[src/rtl/stage_id_pipe.sv]
// Decode stage: register file with writeback bypass, immediate extension and an
// ID/EX output register with load-use stall, backpressure and flush handling.
module stage_id_pipe #(
   parameter int unsigned DATA_W = 32,
   parameter int unsigned NREGS  = 32,
   parameter int unsigned RA_W   = $clog2(NREGS),
   parameter int unsigned CTRL_W = 16,
   parameter int unsigned BYPASS = 1
) (
   input  logic              CLK,
   input  logic              nRST,
   input  logic              in_valid,
   output logic              in_ready,
   input  logic [31:0]       instr_in,
   input  logic [DATA_W-1:0] npc_in,
   input  logic [CTRL_W-1:0] ctrl_in,
   input  logic [1:0]        ext_sel,
   input  logic              uses_rt,
   input  logic [RA_W-1:0]   dst_in,
   input  logic              mem_read_in,
   input  logic              flush,
   input  logic              wb_en,
   input  logic [RA_W-1:0]   wb_sel,
   input  logic [DATA_W-1:0] wb_dat,
   input  logic              wb_jal,
   input  logic [DATA_W-1:0] wb_npc,
   output logic              out_valid,
   input  logic              out_ready,
   output logic [DATA_W-1:0] rdat1_out,
   output logic [DATA_W-1:0] rdat2_out,
   output logic [DATA_W-1:0] imm_out,
   output logic [DATA_W-1:0] npc_out,
   output logic [31:0]       instr_out,
   output logic [CTRL_W-1:0] ctrl_out,
   output logic [RA_W-1:0]   dst_out,
   output logic              mem_read_out
);

   localparam int unsigned INSTR_W = 32;
   localparam int unsigned IMM_W   = 16;
   localparam int unsigned FIELD_W = 5;

   typedef struct packed {
      logic [DATA_W-1:0]  rdat1;
      logic [DATA_W-1:0]  rdat2;
      logic [DATA_W-1:0]  imm;
      logic [DATA_W-1:0]  npc;
      logic [INSTR_W-1:0] instr;
      logic [CTRL_W-1:0]  ctrl;
      logic [RA_W-1:0]    dst;
      logic               mem_read;
   } idex_t;

   logic [DATA_W-1:0] regs [NREGS];
   logic [RA_W-1:0]   rs;
   logic [RA_W-1:0]   rt;
   logic [IMM_W-1:0]  imm;
   logic [DATA_W-1:0] wb_val;
   logic              wb_we;
   logic [DATA_W-1:0] rd1;
   logic [DATA_W-1:0] rd2;
   logic [DATA_W-1:0] imm_ext;
   logic              load_en;
   logic              hazard;
   idex_t             q;
   idex_t             d;
   logic              q_valid;

   // Source index fields, zero-padded or truncated to the register index width
   assign rs  = RA_W'(instr_in[25:21]);
   assign rt  = RA_W'(instr_in[20:16]);
   assign imm = instr_in[IMM_W-1:0];

   assign wb_val = wb_jal ? wb_npc : wb_dat;
   assign wb_we  = wb_en && (wb_sel != '0);

   // Architectural register file; entry 0 is never written
   always_ff @(posedge CLK or negedge nRST) begin
      if (!nRST) begin
         for (int i = 0; i < int'(NREGS); i++) begin
            regs[i] <= '0;
         end
      end else if (wb_we) begin
         regs[wb_sel] <= wb_val;
      end
   end

   // Operand read with optional same-cycle forwarding of the writeback value
   always_comb begin
      rd1 = regs[rs];
      rd2 = regs[rt];
      if (BYPASS != 0) begin
         if (wb_en && (wb_sel == rs)) rd1 = wb_val;
         if (wb_en && (wb_sel == rt)) rd2 = wb_val;
      end
      if (rs == '0) rd1 = '0;
      if (rt == '0) rd2 = '0;
   end

   // Immediate extension: sign, upper-half (lui) or zero
   always_comb begin
      imm_ext = DATA_W'(imm);
      case (ext_sel)
         2'd1:    imm_ext = {{(DATA_W - IMM_W){imm[IMM_W-1]}}, imm};
         2'd2:    imm_ext = DATA_W'({imm, {(INSTR_W - IMM_W){1'b0}}});
         default: imm_ext = DATA_W'(imm);
      endcase
   end

   // Load-use check against the load currently held in the output register
   assign load_en  = !q_valid || out_ready;
   assign hazard   = q_valid && q.mem_read && (q.dst != '0) &&
                     ((q.dst == rs) || (uses_rt && (q.dst == rt)));
   assign in_ready = load_en && (flush || !hazard);

   always_comb begin
      d          = q;
      d.rdat1    = rd1;
      d.rdat2    = rd2;
      d.imm      = imm_ext;
      d.npc      = npc_in;
      d.instr    = instr_in;
      d.ctrl     = ctrl_in;
      d.dst      = dst_in;
      d.mem_read = mem_read_in;
   end

   // ID/EX register; flush squashes even under backpressure, data is kept when invalid
   always_ff @(posedge CLK or negedge nRST) begin
      if (!nRST) begin
         q       <= '0;
         q_valid <= 1'b0;
      end else if (flush) begin
         q_valid <= 1'b0;
      end else if (load_en) begin
         if (hazard || !in_valid) begin
            q_valid <= 1'b0;
         end else begin
            q       <= d;
            q_valid <= 1'b1;
         end
      end
   end

   assign out_valid    = q_valid;
   assign rdat1_out    = q.rdat1;
   assign rdat2_out    = q.rdat2;
   assign imm_out      = q.imm;
   assign npc_out      = q.npc;
   assign instr_out    = q.instr;
   assign ctrl_out     = q.ctrl;
   assign dst_out      = q.dst;
   assign mem_read_out = q.mem_read;

   // Only FIELD_W index bits of the instruction are architecturally defined
   if (RA_W < 1 || FIELD_W < 1) begin : g_bad_param
      $error("stage_id_pipe: invalid index width");
   end

endmodule

[config.mk]
export PLATFORM = sky130hd
export DESIGN_NAME = stage_id_pipe
export DESIGN_NICKNAME = d
export VERILOG_FILES = /design/src/rtl/stage_id_pipe.sv
export SDC_FILE = /design/constraint.sdc
export NUM_CORES = 2
export LEC_CHECK = 0
export CAP_MARGIN = 30
export CORE_ASPECT_RATIO = 1.1
export CORE_UTILIZATION = 45
export DETAILED_ROUTE_END_ITERATION = 8
export PLACE_DENSITY_LB_ADDON = 0.15
export SKIP_LAST_GASP = 1
export SYNTH_ARGS = -nofsm -noshare
export SYNTH_HDL_FRONTEND = slang
export SYNTH_SLANG_ARGS = --single-unit
[constraint.sdc]
create_clock -name CLK -period 3.5 [get_ports CLK]
set_clock_uncertainty 0.15 [all_clocks]
set_input_delay 0.525 -clock CLK [delete_from_list [all_inputs] [get_ports CLK]]
set_output_delay 0.525 -clock CLK [all_outputs]
set_load 0.01 [all_outputs]
==> run_results.csv <==
group,metric,value,unit
global_route,grt_pass1_vias,46923,
route,drc,0,
place,port_buffers,348,
cts,cts-buffers-inserted,136,
power,power.share.combinational,21.0,%
cells_and_area,areaGrowthSynthToFinish,19.5,%
route,drtAntennaViolNets,0,
cells_and_area,layout-drive-gt1-share,14.1,%
worst_setup_path,crit_fanout,26,
cts,cts_buffer_depth,3,
global_route,met1_usage,42.4,%
cts,clk_pin_slew_worst_paths,0.06,ns
run,drv_cap,0,
yosys,synth_top_flop_cell,"dfrtp_1",
cts,clk_latency,0.78,ns
yosys,synth.cell_area,59800,µm²
die,ios,349,
worst_setup_path,worstReg2RegStart,"dst_out[0]",
route,dr.pass1.iters,6,
global_route,met2_usage,49.8,%
place,dp.cells,7606,
global_route,grt_pass1_wl,310,mm
global_route,grt_use_met3,4.89,%
power,p_int,29.9,mW
timing,layout_setup_ws,0.405,ns
global_route,grt_max_degree,111,
yosys,yosys-top-cells-area,"dfrtp_1 51%, mux4_2 9.6%, mux2i_1 9.1%, nand2_1 5.3%, a22oi_1 4.8%",
yosys,synth_top_family_by_area,"multiplexers",
yosys,ys_seq_area_share,50.5,%
timing,worst_slew_pin_slew,0.920,ns
route,drt_wl_total,208,mm
cts,cts_tree,"built",
cells_and_area,fin_nets,6152,
timing,slew_headroom,38.5,%
route,viasPerCell,6.06,
worst_hold_path,hold_path.startpoint,"ctrl_in[3]",
cells_and_area,fin_cells,7857,
yosys,async_reset_ff_share,100,%
cts,h-tree-depth,4,
power,seqPwrFrac,45.0,%
yosys,synth_area_per_cell,10.3,µm²
timing,period_share,88.4,%
yosys,synth_compound_area_share,14.7,%
worst_setup_path,cp-end-kind,"primary output",
power,p_sw_share,29.8,%
yosys,synth_cells,5815,
worst_hold_path,hold_path_class,"primary input to flip-flop",
die,rows,139,
timing,maxSlewViolCount,0,
place,hpwl,129,mm
place,dp_slack,0.203,ns
yosys,synth_edf_count,0,
yosys,synthAdderAreaFrac,0.0419,%
cells_and_area,final_common_cell,"dfrtp_1",
power,ir_worst_vdd,0.000520,V
power,power_per_cell_area,596,nW/µm²
route,drt-wirelength-per-cell,26.5,µm
cells_and_area,final_cell_mix,"1206 x dfrtp_1, 830 x nand2_1, 528 x a21oi_1",
route,drtIter0Drc,4991,
die,die_x,349,µm
global_route,grt-ovfl-total,0,
power,p_switching,12.7,mW
place,gp_congestion,0.874,
cts,cts_setup_buffers,0,
worst_setup_path,required,2.82,ns
worst_setup_path,arrival,2.42,ns
timing,period_needed,3.10,ns
die,core,131000,µm²
yosys,synth_top_area_share,50.5,%
cts,cts-root-buf,"clkbuf_16",
global_route,busiest_layer,"met2",
die,initial_utilization,45.6,%
yosys,synth_warnings,0,
global_route,antenna_found_initial,3,
worst_setup_path,critPathKind,"primary input to primary output",
yosys,synth-seq-cells,1207,
yosys,yosys.area_share.simple,11.3,%
global_route,grt_usage,31.1,%
yosys,muxShareOfSynthArea,18.8,%
timing,setup_violations,0,
worst_setup_path,startpoint,"instr_in[21]",
timing,hold_viol_final,0,
power,p_leak,31.4,nW
die,die_h,384,µm
timing,timing.fmax,0.323,GHz
die,dieArea,134000,µm²
cts,clkSinkCount,1207,
yosys,synthDistinctLibCells,45,
worst_setup_path,critPathLaunchType,"primary input",
power,clkPwrFrac,34.1,%
yosys,synth-xor-area-share,0.293,%
status,status,"complete, no violations",
timing,rsz0062_at_grt,"false",
yosys,synth_nets,5982,
yosys,synth.largest_area_cell,"dfrtp_1",
route,vias,47652,
power groups by stage:
stage	sequential, mW	combinational (mW)	clock (mW)
floorplan	18.8	5.73	0
global placement	19.1	8.73	0
detailed placement	19.3	8.92	0
CTS	19.1	8.95	14.7
global route	19.5	9.85	15.2
finish	19.1	8.93	14.5
synthesized netlist by cell type, types with 31 or more instances:
cell      instances
a21oi_1         528
a22oi_1         381
nand4_1          65
mux4_2          256
mux2i_1         546
nand3_1         178
a32oi_1          31
buf_1            39
dfrtp_1        1207
nand2_1         845
o211ai_1         33
buf_2           178
clkbuf_1        379
o21ai_0         513
nor2_1          529
metrics by stage:
stage	utilization, %	cell area [µm²]	hold WS (ns)	power [mW]	TNS, ns
after floorplan	-	59800	0.0794	24.5	0
after global placement	51.0	66900	0.234	27.9	-0.946
after detailed placement	51.0	66900	0.238	28.2	0
after CTS	54.5	71400	0.0793	42.7	0
after global routing	54.5	71400	0.121	44.6	0
final	54.5	71400	0.133	42.6	0
layer usage:
metal,up-vias,wire length (µm)
met5,-,0
met4,0,8410
met2,1888,98300
li1,21176,-
met1,24133,87000
met3,455,14700
layout make-up:
| class | count | area [µm²] |
|---|---|---|
| fill | 11580 | 59700 |
| sequential | 1207 | 30200 |
| multi-input combinational | 3998 | 27500 |
| timing repair buffer | 638 | 7000 |
| clock buffer | 204 | 4090 |
| tap | 1762 | 2200 |
| clock inverter | 41 | 418 |
| inverter | 4 | 15.0 |
| antenna | 3 | 7.51 |
path summary, 6_finish.rpt:
kind / slack [ns] / endpoint / cells after the start
max: 0.40 / in_ready / 8
min: 0.13 / ctrl_out[3] / 3
max reg2reg: 0.87 / rdat1_out[18] / 6
min reg2reg: 0.25 / regs[1001] / 0
max in group asynchronous: 1.86 / regs[696] / 4
min in group asynchronous: 0.16 / regs[138] / 2
sequential cells by signal (all words and copies together) (netlist names):
name,flops
out_valid,1
dst_out,5
mem_read_out,1
regs,1024
imm_out,32
rdat2_out,32
npc_out,32
rdat1_out,32
instr_out,32
ctrl_out,16
worst max-delay path: stages:
cell and delay (ns):
dlygate4sd3_1 0.61, buf_12 0.28, xnor2_1 0.16, nand3_1 0.09, o22ai_1 0.26, nand2_1 0.10
o21a_1 0.17, dlymetal6s2s_1 0.17
cell families (layout without fill, tap and decap cells):
| kind of cell | count (synthesis) | after routing |
|---|---|---|
| AO/OA/AOI/OAI | 1512 | 1512 |
| XOR/XNOR | 20 | 20 |
| adder cells (fa/ha/maj) | 2 | 2 |
| buffers and inverters | 610 | 887 |
| flip-flops | 1207 | 1207 |
| multiplexers | 802 | 802 |
| other | 0 | 3 |
| AND/OR/NAND/NOR | 1662 | 1662 |
repair_timing:
action	CTS	global route
resized for setup	0	3
hold endpoints to repair	153	0
hold buffers	3	0
setup endpoints to repair	0	1
No activity file was read; power rests on OpenSTA's default activity.
